--- config.mk ---
export PLATFORM = sky130hd
export DESIGN_NAME = cross_inverse
export DESIGN_NICKNAME = d
export VERILOG_FILES = /design/src/rtl/cross_pkg.sv /design/src/rtl/seq_div.sv /design/src/rtl/cross_inverse.sv
export SDC_FILE = /design/constraint.sdc
export NUM_CORES = 1
export LEC_CHECK = 0
export CAP_MARGIN = 20
export CELL_PAD_IN_SITES_DETAIL_PLACEMENT = 0
export CELL_PAD_IN_SITES_GLOBAL_PLACEMENT = 2
export CORE_ASPECT_RATIO = 0.8
export CORE_MARGIN = 4
export CORE_UTILIZATION = 30
export DETAILED_ROUTE_END_ITERATION = 6
export GPL_TIMING_DRIVEN = 0
export MAX_ROUTING_LAYER = met4
export PLACE_DENSITY = 0.84
export SYNTH_ARGS = -nofsm -noshare
export SYNTH_HDL_FRONTEND = slang
export SYNTH_SLANG_ARGS = --single-unit
--- constraint.sdc ---
create_clock -name clk -period 7.1 [get_ports clk]
set_input_delay 1.065 -clock clk [delete_from_list [all_inputs] [get_ports clk]]
set_output_delay 1.065 -clock clk [all_outputs]
set_load 0.03 [all_outputs]
--- src/rtl/cross_pkg.sv ---
// Shared types, constants and arithmetic helpers for the cross-product inverter.
package cross_pkg;
  typedef logic signed [7:0]  comp_t;
  typedef logic signed [15:0] prod_t;

  typedef enum logic [2:0] {IDLE, DIV_C, DIV_D, CHECK, DONE} state_t;

  localparam int DIV_ITER = 16;
  localparam int LATENCY  = 34;

  typedef struct packed {
    comp_t value;
    logic  inexact;
    logic  range;
  } quo_res_t;

  function automatic logic [16:0] mag_prod(input prod_t x);
    logic [16:0] e;
    e = {x[15], x};
    return x[15] ? 17'(17'd0 - e) : e;
  endfunction

  function automatic logic [7:0] mag_comp(input comp_t x);
    logic [7:0] u;
    u = x;
    return x[7] ? 8'(8'd0 - u) : u;
  endfunction

  // Applies the sign, saturates to -128..127 and suppresses flags on a zero divisor.
  function automatic quo_res_t finish_quo(input logic [16:0] mag, input logic [7:0] rem,
                                          input logic neg, input logic div_zero);
    quo_res_t r;
    r.value   = '0;
    r.inexact = 1'b0;
    r.range   = 1'b0;
    if (!div_zero) begin
      r.inexact = (rem != 8'd0);
      if (neg) begin
        if (mag > 17'd128) begin
          r.value = comp_t'(8'h80);
          r.range = 1'b1;
        end else begin
          r.value = comp_t'(8'(8'd0 - mag[7:0]));
        end
      end else if (mag > 17'd127) begin
        r.value = comp_t'(8'h7F);
        r.range = 1'b1;
      end else begin
        r.value = comp_t'(mag[7:0]);
      end
    end
    return r;
  endfunction
endpackage

--- src/rtl/seq_div.sv ---
// Serial restoring divider, 17-bit / 8-bit magnitudes, one quotient bit per cycle.
// Bit 16 is resolved at load; o_done marks the final iteration and o_quo/o_rem carry its result.
module seq_div
  import cross_pkg::*;
(
  input  logic        clk,
  input  logic        rst,
  input  logic        i_start,
  input  logic [16:0] i_dividend,
  input  logic [7:0]  i_divisor,
  output logic        o_done,
  output logic [16:0] o_quo,
  output logic [7:0]  o_rem
);
  logic [16:0] r_work;
  logic [7:0]  r_rem;
  logic [7:0]  r_div;
  logic [3:0]  r_cnt;
  logic        r_busy;

  logic [8:0]  w_trial;
  logic        w_q;
  logic [7:0]  w_rem_nxt;
  logic [8:0]  w_ld_trial;
  logic        w_ld_q;
  logic [7:0]  w_ld_rem;

  always_comb begin
    w_trial    = {r_rem, r_work[16]};
    w_q        = (w_trial >= {1'b0, r_div});
    w_rem_nxt  = w_q ? 8'(w_trial - {1'b0, r_div}) : w_trial[7:0];
    w_ld_trial = {8'd0, i_dividend[16]};
    w_ld_q     = (w_ld_trial >= {1'b0, i_divisor});
    w_ld_rem   = w_ld_q ? 8'(w_ld_trial - {1'b0, i_divisor}) : w_ld_trial[7:0];
  end

  // r_work shifts remaining dividend bits out of the top and quotient bits in at the bottom.
  assign o_done = r_busy && (r_cnt == 4'(DIV_ITER - 1));
  assign o_quo  = {r_work[15:0], w_q};
  assign o_rem  = w_rem_nxt;

  always_ff @(posedge clk) begin
    if (rst) begin
      r_work <= '0;
      r_rem  <= '0;
      r_div  <= '0;
      r_cnt  <= '0;
      r_busy <= 1'b0;
    end else if (i_start) begin
      r_work <= {i_dividend[15:0], w_ld_q};
      r_rem  <= w_ld_rem;
      r_div  <= i_divisor;
      r_cnt  <= '0;
      r_busy <= 1'b1;
    end else if (r_busy) begin
      r_work <= o_quo;
      r_rem  <= w_rem_nxt;
      r_cnt  <= r_cnt + 4'd1;
      if (o_done) r_busy <= 1'b0;
    end
  end
endmodule

--- src/rtl/cross_inverse.sv ---
// Recovers V2 = V21 j + V22 k from V1 = V11 i + V12 j and the cross product V1 x V2.
// Handshake: a transfer happens on a rising edge where valid and ready are both 1.
module cross_inverse
  import cross_pkg::*;
(
  input  logic        clk,
  input  logic        rst,
  input  logic        in_valid,
  output logic        in_ready,
  input  comp_t       V11,
  input  comp_t       V12,
  input  prod_t       Vo1,
  input  prod_t       Vo2,
  input  prod_t       Vo3,
  output logic        out_valid,
  input  logic        out_ready,
  output comp_t       V21,
  output comp_t       V22,
  output logic [1:0]  err_zero,
  output logic        err_inexact,
  output logic        err_range,
  output logic        err_mismatch,
  output state_t      o_dbg_state
);
  state_t      r_state, w_state_nxt;
  comp_t       r_v11, r_v12, r_v21, r_v22;
  prod_t       r_vo1, r_vo2;
  logic        r_vo3_neg;
  logic [1:0]  r_err_zero;
  logic        r_err_inexact, r_err_range, r_err_mismatch;

  logic        w_div_start, w_div_done;
  logic [16:0] w_dividend, w_quo;
  logic [7:0]  w_divisor, w_rem;
  quo_res_t    w_res;
  prod_t       w_prod, w_neg_prod;

  // The first division loads straight from the ports on the accept edge; the second
  // reloads the shared divider on the edge that retires the first.
  always_comb begin
    w_div_start = 1'b0;
    w_dividend  = '0;
    w_divisor   = '0;
    if (r_state == IDLE && in_valid) begin
      w_div_start = 1'b1;
      w_dividend  = mag_prod(Vo3);
      w_divisor   = mag_comp(V11);
    end else if (r_state == DIV_C && w_div_done) begin
      w_div_start = 1'b1;
      w_dividend  = mag_prod(r_vo1);
      w_divisor   = mag_comp(r_v12);
    end
  end

  seq_div u_div (
    .clk        (clk),
    .rst        (rst),
    .i_start    (w_div_start),
    .i_dividend (w_dividend),
    .i_divisor  (w_divisor),
    .o_done     (w_div_done),
    .o_quo      (w_quo),
    .o_rem      (w_rem)
  );

  always_comb begin
    w_res      = '0;
    if (r_state == DIV_C)
      w_res = finish_quo(w_quo, w_rem, r_vo3_neg ^ r_v11[7], r_v11 == '0);
    else if (r_state == DIV_D)
      w_res = finish_quo(w_quo, w_rem, r_vo1[15] ^ r_v12[7], r_v12 == '0);
    w_prod     = prod_t'(r_v11) * prod_t'(r_v22);
    w_neg_prod = prod_t'(16'sd0 - w_prod);
  end

  always_ff @(posedge clk) begin
    if (rst) r_state <= IDLE;
    else     r_state <= w_state_nxt;
  end

  always_comb begin
    w_state_nxt = r_state;
    unique case (r_state)
      IDLE:    if (in_valid)   w_state_nxt = DIV_C;
      DIV_C:   if (w_div_done) w_state_nxt = DIV_D;
      DIV_D:   if (w_div_done) w_state_nxt = CHECK;
      CHECK:                   w_state_nxt = DONE;
      DONE:    if (out_ready)  w_state_nxt = IDLE;
      default:                 w_state_nxt = IDLE;
    endcase
  end

  always_ff @(posedge clk) begin
    if (rst) begin
      r_v11 <= '0; r_v12 <= '0; r_vo1 <= '0; r_vo2 <= '0; r_vo3_neg <= 1'b0;
      r_v21 <= '0; r_v22 <= '0;
      r_err_zero <= '0; r_err_inexact <= 1'b0; r_err_range <= 1'b0; r_err_mismatch <= 1'b0;
    end else begin
      case (r_state)
        IDLE: if (in_valid) begin
          r_v11 <= V11; r_v12 <= V12; r_vo1 <= Vo1; r_vo2 <= Vo2; r_vo3_neg <= Vo3[15];
          r_err_zero <= '0; r_err_inexact <= 1'b0; r_err_range <= 1'b0; r_err_mismatch <= 1'b0;
        end
        DIV_C: if (w_div_done) begin
          r_v21         <= w_res.value;
          r_err_zero[0] <= (r_v11 == '0);
          r_err_inexact <= r_err_inexact | w_res.inexact;
          r_err_range   <= r_err_range | w_res.range;
        end
        DIV_D: if (w_div_done) begin
          r_v22         <= w_res.value;
          r_err_zero[1] <= (r_v12 == '0);
          r_err_inexact <= r_err_inexact | w_res.inexact;
          r_err_range   <= r_err_range | w_res.range;
        end
        CHECK: r_err_mismatch <= !r_err_zero[1] && (w_neg_prod != r_vo2);
        default: ;
      endcase
    end
  end

  assign in_ready     = (r_state == IDLE);
  assign out_valid    = (r_state == DONE);
  assign V21          = r_v21;
  assign V22          = r_v22;
  assign err_zero     = r_err_zero;
  assign err_inexact  = r_err_inexact;
  assign err_range    = r_err_range;
  assign err_mismatch = r_err_mismatch;
  assign o_dbg_state  = r_state;
endmodule

==> impl_metrics.csv, run 1 <==
group,metric,value,unit
global_routing,grt_first_pass_wirelength,43380,um
worst_setup_path,worstPathCellList,"clkbuf_1 > nand2_1 > fa_1 > inv_1 > fa_1 > fa_1 > inv_1 > fa_1 > ha_1 > ha_1 > a21oi_1 > o21ai_0 > nand2b_1 > a21oi_1 > a31oi_1 > o2111ai_1 > a2111oi_0 > a41oi_1",
layout,final_core_utilization,0.3618,
sta,fin_hold_ws,0.4734,ns
sta,final_count_of_negative_setup_slack_endpoints,0,
synthesis,post_synth_num_cell_types,72,
clock_network,insertion_delay,0.37,ns
worst_setup_path,critical-path-slowest-cell,"fa_1",
sta,post-route-period-util,0.8010,
routing,postRouteWirelength,27110,um
worst_setup_path,timing.critical_path.from_type,"flip-flop",
synthesis,synthesis.yosys.warnings,0,
sta,max_clock_freq,0.1758,GHz
global_routing,first_global_vias,7690,
worst_setup_path,cpMostUsedCell,"fa_1",
synthesis,synth_fp_nets,1313,
layout,layout.nets,1415,
synthesis,cell_types_with_the_largest_area_share_after_synthesis,"dfxtp_1 25%, fa_1 11%, ha_1 8.6%, nand2_1 7.0%, a21oi_1 5.6%",
outcome,status,"finished, final reports clean",
clock_network,postCtsResizedCells,0,
routing,viasPerCell,4.919,
synthesis,synth_common_cells,"166 x nand2_1, 111 x dfxtp_1, 100 x a21oi_1",
worst_setup_path,crit_family,"adder cells",
synthesis,synth_largest_type_area_fraction,0.2492,
routing,dr.first_iter.drc_count,539,
job,cap_violations,0,
sta,setup_clock_skew_after_layout,0.01032,ns
global_routing,groute.usage.overall,0.1719,
synthesis,syn_area_per_cell,7.869,um^2
synthesis,async_reset_ff_frac,0,
clock_network,cts_sinks,111,
placed_design,portBuffers,91,
sta,worstMarginPinSlew,0.8171,ns
sta,period_needed,5.687,ns
placed_design,number_of_placed_instances_with_taps_included,1601,
worst_setup_path,worstPathRequired,7.34,ns
clock_network,cts_post_setup_buffers_inserted,0,
synthesis,mappedNetlistArea,0.008916,mm^2
layout,stdcell_count,1617,
worst_setup_path,worstSetupEndpointType,"flip-flop",
synthesis,postSynthRegisterBits,111,
clock_network,cts_tree,"built",
sta,slew_headroom,0.4502,
layout,drive_above_1_share,0.03065,
power_and_ir_drop,peakVddDrop,0.1165,mV
layout,syn2layout_area_growth,18.86,%
floorplanning,design.portCount,94,
floorplanning,core_area,0.02929,mm^2
synthesis,postSynth.topFlopCell,"dfxtp_1",
worst_setup_path,cp_slowest_stage_delay,0.78,ns
routing,routed_wire_length_per_instance,16.77,um
synthesis,synth-edff-count,0,
power_and_ir_drop,leakage,4.160,nW
placed_design,globalplace.congestion,0.8716,
floorplanning,rows,56,
power_and_ir_drop,total_power,0.001676,W
layout,number_of_antenna_repair_diodes,0,
worst_setup_path,worstSetupPathType,"flip-flop to flip-flop",
routing,drc_errors,0,
floorplanning,design.die.area,0.03256,mm^2
clock_network,register_clock_pin_slew_on_the_reported_worst_setup_and_hold_paths,0.08,ns
power_and_ir_drop,power_density,158.1,mW/mm^2
floorplanning,die_width,200.7,um
clock_network,ctsRootBufferMaster,"clkbuf_16",
synthesis,yosysMostFrequentCell,"nand2_1",
floorplanning,initial_utilization,0.3044,
worst_setup_path,critPathMaxFanout,10,
routing,vias,7954,
clock_network,cts_hold_buffers,0,
routing,detailedRoute.firstPassIterationCount,5,
clock_network,clock_buffer_count_from_cts,9,
routing,route.antenna.remaining_nets,0,
global_routing,grt_antenna_before_repair,0,
synthesis,synth_cells,1133,
global_routing,maximum_number_of_pins_on_one_net_before_global_route_repair,21,
clock_network,htreeDepth,3,
placed_design,place.detailed.hpwl,21820,um
worst_setup_path,critical_path_buf_inv_count,3,
synthesis,synth_top_cell_by_area,"dfxtp_1",
sta,rsz_0062_raised_after_global_routing,"false",
global_routing,grt-ovfl-total,0,
clock_network,cts_max_path_buffers,2,
worst_setup_path,worst-endpoint-arrival,5.92,ns
floorplanning,die_h,162.2,um
sta,timing_hold_violations_final,0,
hold_path,min-delay-path-class,"flip-flop to flip-flop",
synthesis,synth_sequential_area_ratio,0.2492,
sta,totalNegativeSetupSlack,0,ns
sta,final_max_slew_viol_count,0,
-- power by group --
part           internal, W  switching (W)  total (W)
Clock             0.000257       0.000269   0.000525
Sequential        0.000659      0.0000385   0.000698
Combinational     0.000186       0.000266   0.000453
Total              0.00110       0.000574    0.00168
-- final cells by class --
| class | count | area (um^2) |
|---|---|---|
| clock buffer | 10 | 239.0 |
| timing repair buffer | 91 | 910.9 |
| tap | 377 | 471.7 |
| fill | 3110 | 18690 |
| sequential | 111 | 2222 |
| buffer | 58 | 221.5 |
| multi-input combinational | 870 | 6120 |
| clock inverter | 6 | 60.06 |
| inverter | 94 | 352.8 |
-- registers in the layout, summed over array words and instances (netlist names), 2 cells and up --
| name | flops |
|---|---|
| r_v11 | 8 |
| u_div.r_div | 8 |
| err_zero | 2 |
| r_v12 | 8 |
| u_div.r_work | 17 |
| u_div.r_rem | 8 |
| V22 | 8 |
| r_vo2 | 16 |
| o_dbg_state | 3 |
| V21 | 8 |
| u_div.r_cnt | 4 |
| r_vo1 | 16 |
-- cell usage in the layout, fill, tap and decap left out, drive strengths merged, types with 13 or more instances in the layout --
cell type / instances
dfxtp: 111
ha: 61
a211oi: 24
nor3: 38
o21ai: 42
o31ai: 13
a21oi: 101
nor2: 89
fa: 51
nor4: 13
inv: 96
xor2: 29
clkdlybuf4s50: 91
clkbuf: 59
xnor2: 45
nand2: 166
and2: 40
nor2b: 14
-- worst reg2reg max path: stages (launching register included) --
cell and delay (ns):
dfxtp_1 0.34, clkbuf_1 0.38, nand2_1 0.23, fa_1 0.78, inv_1 0.15, fa_1 0.50, fa_1 0.49, inv_1 0.06
fa_1 0.46, ha_1 0.30, ha_1 0.38, a21oi_1 0.12, o21ai_0 0.23, nand2b_1 0.16, a21oi_1 0.05, a31oi_1 0.15
o2111ai_1 0.13, a2111oi_0 0.47, a41oi_1 0.18
-- logic make-up after synthesis --
family / after synthesis / synth area share
DFF: 111 / 0.2492
other: 1 / 0.0004206
muxes: 11 / 0.01249
and+or+nand+nor: 424 / 0.2273
buffers and inverters: 152 / 0.06441
xor gates and xnor gates: 74 / 0.07269
AOI/OAI and AO/OA: 248 / 0.1733
adders and majority gates: 112 / 0.2001
-- through the flow --
stage               cell area [um^2]  setup slack [ns]
floorplan                       8916             2.107
global placement               10300             1.347
global route                   10600            0.9555
CTS                            10600             1.336
finish                         10600             1.413
detailed placement             10300             1.374
-- routing by layer --
| layer | wire, um | GRT usage | up-vias | share of wire |
|---|---|---|---|---|
| met4 | 260 | 0.03158 | 0 | 0.0096 |
| met3 | 1272 | 0.02575 | 14 | 0.047 |
| met5 | 0 | - | - | 0 |
| li1 | - | - | 4040 | - |
| met1 | 15000 | 0.2688 | 3712 | 0.55 |
| met2 | 10570 | 0.2333 | 188 | 0.39 |
-- worst paths after layout --
path,startpoint,to,slack [ns],cells past startpoint
worst min register to register,u_div.r_div[1],u_div.r_div[1],0.47,2
worst max-delay path,r_v11[7],err_mismatch,1.41,18
worst min-delay path,u_div.r_div[1],u_div.r_div[1],0.47,2
worst max register to register,r_v11[7],err_mismatch,1.41,18
Note: power is estimated with default switching activity, not from simulation.
==> run 2: changes to the inputs <==
clock period = 5.3 ns   (was 7.1 ns; I/O delays follow)
==> run 2 against run 1 <==
- via count decreased by 0.16%
- sequential power grew 35%
- total power rose by 34%
- wire length up 0.13%
==> impl_metrics.csv, run 2 (synthesis gave the netlist of run 1 again) <==
group,metric,value,unit
worst_setup_path,timing.critical_path.from_type,"flip-flop",
clock_network,insertion_delay,0.37,ns
worst_setup_path,cp_slowest_stage_delay,0.54,ns
layout,number_of_antenna_repair_diodes,0,
worst_setup_path,critical_path_buf_inv_count,3,
clock_network,cts_tree,"built",
layout,most-common-layout-cells,"166 x nand2_1, 102 x dfxtp_1, 100 x a21oi_1",
layout,fillCellCount,3109,
floorplanning,design.die.area,0.03256,mm^2
worst_setup_path,worst-endpoint-arrival,5.29,ns
power_and_ir_drop,leakage,4.160,nW
worst_setup_path,cp-startpoint,"r_v11[4]",
routing,routed_wire_length_per_instance,16.86,um
worst_setup_path,crit_family,"adder cells",
clock_network,cts_sinks,111,
hold_path,whs_path_depth,2,
global_routing,grt_first_pass_wirelength,43350,um
sta,setup_clock_skew_after_layout,0.01128,ns
clock_network,htreeDepth,3,
power_and_ir_drop,total_power,0.002245,W
floorplanning,die_width,200.7,um
worst_setup_path,critical-path-slowest-cell,"fa_1",
floorplanning,rows,56,
floorplanning,core_area,0.02929,mm^2
power_and_ir_drop,power_density,211.7,mW/mm^2
worst_setup_path,critPathMaxFanout,10,
layout,largest_register_ff_count,17,
hold_path,min-delay-path-class,"flip-flop to flip-flop",
outcome,status,"finished, final reports clean",
routing,detailedRoute.firstPassIterationCount,5,
sta,max_clock_freq,0.1982,GHz
clock_network,register_clock_pin_slew_on_the_reported_worst_setup_and_hold_paths,0.09,ns
worst_setup_path,worstPathRequired,5.55,ns
sta,rsz_0062_raised_after_global_routing,"false",
routing,postRouteWirelength,27150,um
routing,vias,7941,
worst_setup_path,worst-r2r-cell-count,18,
clock_network,clock_buffer_count_from_cts,9,
global_routing,grt_antenna_before_repair,0,
routing,drc_errors,0,
layout,syn2layout_area_growth,18.93,%
sta,worstMarginPinSlew,0.8740,ns
worst_setup_path,worstSetupEndpointType,"flip-flop",
layout,most_frequent_standard_cell_in_the_layout_excluding_fill_and_tap_cells,"nand2_1",
layout,top_register_by_number_of_flip_flops,"u_div.r_work",
layout,layout.nets,1408,
clock_network,cts_hold_buffers,0,
power_and_ir_drop,peakVddDrop,0.1572,mV
layout,drive_above_1_share,0.03974,
floorplanning,design.portCount,94,
sta,final_max_slew_viol_count,0,
routing,viasPerCell,4.932,
routing,route.antenna.remaining_nets,0,
sta,finalWorstSetupSlack,0.2545,ns
worst_setup_path,r2r_setup_slk,0.25,ns
routing,dr.first_iter.drc_count,513,
worst_setup_path,worstReg2RegEnd,"err_mismatch",
sta,post-route-period-util,0.9520,
placed_design,globalplace.congestion,0.8716,
hold_path,hp-start,"r_vo2[1]",
worst_setup_path,critical_path.reg2reg.startpoint,"r_v11[4]",
global_routing,grt-ovfl-total,0,
sta,timing_hold_violations_final,0,
sta,final_count_of_negative_setup_slack_endpoints,0,
global_routing,maximum_number_of_pins_on_one_net_before_global_route_repair,21,
placed_design,portBuffers,91,
sta,slew_headroom,0.4120,
sta,period_needed,5.046,ns
floorplanning,initial_utilization,0.3044,
worst_setup_path,worstSetupPathType,"flip-flop to flip-flop",
global_routing,first_global_vias,7679,
job,cap_violations,0,
layout,largestRegisters,"u_div.r_work (17), r_vo1 (16), r_vo2 (16)",
floorplanning,die_h,162.2,um
hold_path,hold-path-endpoint,"r_vo2[1]",
clock_network,cts_max_path_buffers,2,
global_routing,groute.usage.overall,0.1718,
clock_network,ctsRootBufferMaster,"clkbuf_16",
placed_design,pre_cts_slack,-0.4262,ns
placed_design,place.detailed.hpwl,21820,um
worst_setup_path,worstPathCellList,"and2_1 > fa_1 > inv_1 > fa_1 > inv_1 > ha_1 > inv_1 > fa_1 > ha_1 > ha_1 > or3_1 > or2_2 > a31oi_1 > o21a_1 > o21ai_0 > xnor2_1 > a2111oi_2 > a41oi_1",
-- run 2: cell count changes in the layout (fill, tap and decap cells not counted), moves of 4 or more --
cell      before  now
dfxtp_4        0    5
clkbuf_1      49   42
dfxtp_2        0    4
dfxtp_1      111  102
-- run 2: power breakdown --
part	internal, W	switching, W
Combinational	0.000250	0.000349
Clock	0.000344	0.000362
Sequential	0.000881	0.0000595
Total	0.00147	0.000770
-- run 2: worst reg2reg max path: stages, from the launching register on --
cell	delay (ns)
dfxtp_1	0.43
and2_1	0.24
fa_1	0.54
inv_1	0.06
fa_1	0.51
inv_1	0.04
ha_1	0.26
inv_1	0.05
fa_1	0.47
ha_1	0.30
ha_1	0.24
or3_1	0.39
or2_2	0.31
a31oi_1	0.18
o21a_1	0.18
o21ai_0	0.14
xnor2_1	0.16
a2111oi_2	0.24
a41oi_1	0.16
-- run 2: worst max path at each step --
stage                   endpoint  slack (ns)  cells past startpoint
floorplan           err_mismatch        0.31                     17
global placement    err_mismatch       -0.45                     18
detailed placement  err_mismatch       -0.43                     18
CTS                 err_mismatch        0.02                     17
global route        err_mismatch      0.0006                     18
finish              err_mismatch        0.25                     18
-- run 2: timing repair --
| item | CTS | global route |
|---|---|---|
| setup endpoints to repair | 1 | 1 |
| gates resized for setup | 7 | 11 |
| pin swaps | 0 | 1 |
| setup buffers | 0 | 0 |
-- run 2: cell type report --
type | count | area, um^2 | area share
buffer | 51 | 195.2 | 0.01841
clock buffer | 10 | 239.0 | 0.02254
clock inverter | 6 | 60.06 | 0.005664
inverter | 94 | 352.8 | 0.03327
multi-input combinational | 870 | 6128 | 0.5779
sequential | 111 | 2246 | 0.2118
tap | 377 | 471.7 | 0.04448
timing repair buffer | 91 | 910.9 | 0.08590
-- run 2: metrics by stage --
stage | area, um^2 | hold WS [ns] | utilization | std cells | TNS (ns)
finish | 10600 | 0.4734 | 0.3621 | 1610 | 0
global route | 10600 | 0.5014 | 0.3621 | 1610 | 0
CTS | 10590 | 0.4733 | 0.3617 | 1613 | 0
floorplan | 8916 | 0.4363 | - | 1133 | 0
detailed placement | 10300 | 0.4621 | 0.3516 | 1601 | -0.4262
global placement | 10300 | 0.4498 | 0.3516 | 1601 | -0.4531
-- run 2: layer usage --
layer | GRT usage | share of wire | up-vias
met5 | - | 0 | -
met4 | 0.03189 | 0.0096 | 0
met3 | 0.02575 | 0.048 | 14
met2 | 0.2327 | 0.39 | 187
met1 | 0.2690 | 0.55 | 3716
li1 | - | - | 4024
==> run 3: changes to the inputs <==
CORE_UTILIZATION = 34   (was 30)
PLACE_DENSITY = 0.92   (was 0.84)
==> run 3 against run 2 <==
- register-to-register slack improved by 0.03 ns
- critical path type unchanged
- largest power group unchanged
- combinational power barely moved
- hold slack got worse by 0.00060 ns
==> impl_metrics.csv, run 3 (synthesis gave the netlist of run 1 again) <==
group,metric,value,unit
worst_setup_path,worstPathRequired,5.54,ns
global_routing,groute.usage.overall,0.1911,
clock_network,cts_sinks,111,
worst_setup_path,r2r_setup_slk,0.29,ns
routing,met2RoutedLength,10660,um
floorplanning,rows,52,
floorplanning,die_h,152.8,um
outcome,status,"finished, final reports clean",
sta,worstMarginPinSlew,0.8052,ns
routing,highest_routed_metal_layer,"met4",
global_routing,maximum_number_of_pins_on_one_net_before_global_route_repair,20,
routing,met3WireLength,1754,um
worst_setup_path,worst-endpoint-arrival,5.26,ns
worst_setup_path,worstPathCellList,"nand2_1 > fa_2 > buf_4 > fa_1 > inv_1 > fa_1 > inv_1 > fa_1 > ha_1 > ha_1 > nand2_1 > o21ai_1 > nand2b_1 > a21oi_1 > a31oi_1 > o2111ai_1 > a2111oi_2 > a41oi_1",
sta,post-route-period-util,0.9462,
sta,final_max_slew_viol_count,0,
power_and_ir_drop,power_density,211.0,mW/mm^2
layout,layout.nets,1408,
routing,detailedRoute.firstPassIterationCount,5,
worst_setup_path,cp_slowest_stage_delay,0.58,ns
floorplanning,die_width,189.1,um
clock_network,htreeDepth,3,
sta,slew_headroom,0.4582,
global_routing,grt_antenna_before_repair,1,
layout,fillCellCount,2661,
routing,viasPerCell,5.078,
floorplanning,design.die.area,0.02889,mm^2
layout,largest_register_ff_count,17,
worst_setup_path,worstSetupEndpointType,"flip-flop",
sta,rsz_0062_raised_after_global_routing,"false",
placed_design,place.detailed.hpwl,21370,um
clock_network,register_clock_pin_slew_on_the_reported_worst_setup_and_hold_paths,0.08,ns
worst_setup_path,worstSetupPathType,"flip-flop to flip-flop",
routing,vias,8044,
routing,wl_met1,14300,um
sta,period_needed,5.015,ns
routing,drc_errors,0,
global_routing,grt_first_pass_wirelength,43350,um
clock_network,cts_max_path_buffers,2,
hold_path,min-delay-path-class,"flip-flop to flip-flop",
layout,syn2layout_area_growth,18.45,%
clock_network,cts_hold_buffers,0,
routing,postRouteWirelength,26860,um
placed_design,portBuffers,91,
power_and_ir_drop,leakage,4.157,nW
sta,max_clock_freq,0.1994,GHz
layout,most-common-layout-cells,"166 x nand2_1, 102 x dfxtp_1, 100 x a21oi_1",
worst_setup_path,timing.critical_path.from_type,"flip-flop",
layout,largestRegisters,"u_div.r_work (17), r_vo1 (16), r_vo2 (16)",
power_and_ir_drop,peakVddDrop,0.1734,mV
routing,dr.first_iter.drc_count,750,
clock_network,clock_buffer_count_from_cts,9,
floorplanning,initial_utilization,0.3487,
power_and_ir_drop,total_power,0.002228,W
layout,drive_above_1_share,0.03974,
layout,most_frequent_standard_cell_in_the_layout_excluding_fill_and_tap_cells,"nand2_1",
routing,route.antenna.remaining_nets,0,
layout,final_core_utilization,0.4130,
clock_network,ctsRootBufferMaster,"clkbuf_16",
sta,totalNegativeSetupSlack,0,ns
worst_setup_path,cpMostUsedCell,"fa_1",
global_routing,first_global_vias,7897,
clock_network,insertion_delay,0.37,ns
floorplanning,core_area,0.02557,mm^2
worst_setup_path,critical-path-slowest-cell,"fa_1",
placed_design,globalplace.congestion,0.9217,
layout,number_of_antenna_repair_diodes,0,
sta,final_count_of_negative_setup_slack_endpoints,0,
job,cap_violations,0,
global_routing,grt-ovfl-total,0,
worst_setup_path,critPathMaxFanout,10,
clock_network,cts_tree,"built",
routing,routed_wire_length_per_instance,16.96,um
sta,timing_hold_violations_final,0,
sta,setup_clock_skew_after_layout,0.01594,ns
layout,top_register_by_number_of_flip_flops,"u_div.r_work",
floorplanning,design.portCount,94,
==> run 3: cell types whose count changed in the layout (fill, tap and decap cells not counted), sizes merged <==
cell / delta
clkbuf: -1
buf: +1
inv: -1
clkinv: +1
==> run 3: layout make-up <==
type	instances	area, um^2	area share
Multi-Input combinational cell	870	6128	0.5803
Clock buffer	10	229.0	0.02168
Tap cell	351	439.2	0.04158
Inverter	94	352.8	0.03341
Timing Repair Buffer	92	918.4	0.08696
Clock inverter	6	56.30	0.005331
Sequential cell	111	2246	0.2127
Buffer	50	191.4	0.01813
==> run 3: report_power, final <==
| group | total (W) | internal, W | switching, W |
|---|---|---|---|
| logic | 0.000598 | 0.000249 | 0.000349 |
| clock network | 0.000687 | 0.000329 | 0.000358 |
| registers | 0.000943 | 0.000881 | 0.0000619 |
==> run 3: path summary, 6_finish.rpt <==
| check | startpoint | endpoint | depth (start not counted) |
|---|---|---|---|
| setup / recovery | V22[2] | err_mismatch | 18 |
| hold / removal | r_vo2[4] | r_vo2[4] | 2 |
| setup reg to reg | V22[2] | err_mismatch | 18 |
| hold reg to reg | r_vo2[4] | r_vo2[4] | 2 |
==> run 3: worst max-delay path: cells and delay by family, from the launching register on <==
kind                       cells  cell delay [ns]
DFF                            1             0.43
buffers and inverters          3             0.32
AOI/OAI and AO/OA              6             1.06
and+or+nand+nor                3             0.34
adders and majority gates      6             2.72
==> run 3: metrics by stage <==
step / setup slack [ns] / instance area (um^2) / instances / hold slack, ns
final: 0.2851 / 10560 / 1584 / 0.4728
after global routing: 0.03090 / 10560 / 1584 / 0.5115
after CTS: 0.01785 / 10550 / 1589 / 0.4786
after detailed placement: -0.4050 / 10270 / 1575 / 0.4671
after global placement: -0.3496 / 10270 / 1575 / 0.4511
after floorplan: 0.3071 / 8916 / 1133 / 0.4363
==> run 3: repair_timing <==
action | CTS | global route
pin swaps | 0 | 1
buffers inserted | 0 | 1
setup endpoints to repair | 1 | 1
resized for setup | 7 | 11
cloned | 0 | 0
==> run 3: layer usage <==
metal  global-route usage  vias to the layer above
met1               0.2971                     3761
met4              0.02359                        0
met5                    -                        -
li1                     -                     4043
met2               0.2621                      227
met3              0.03671                       13
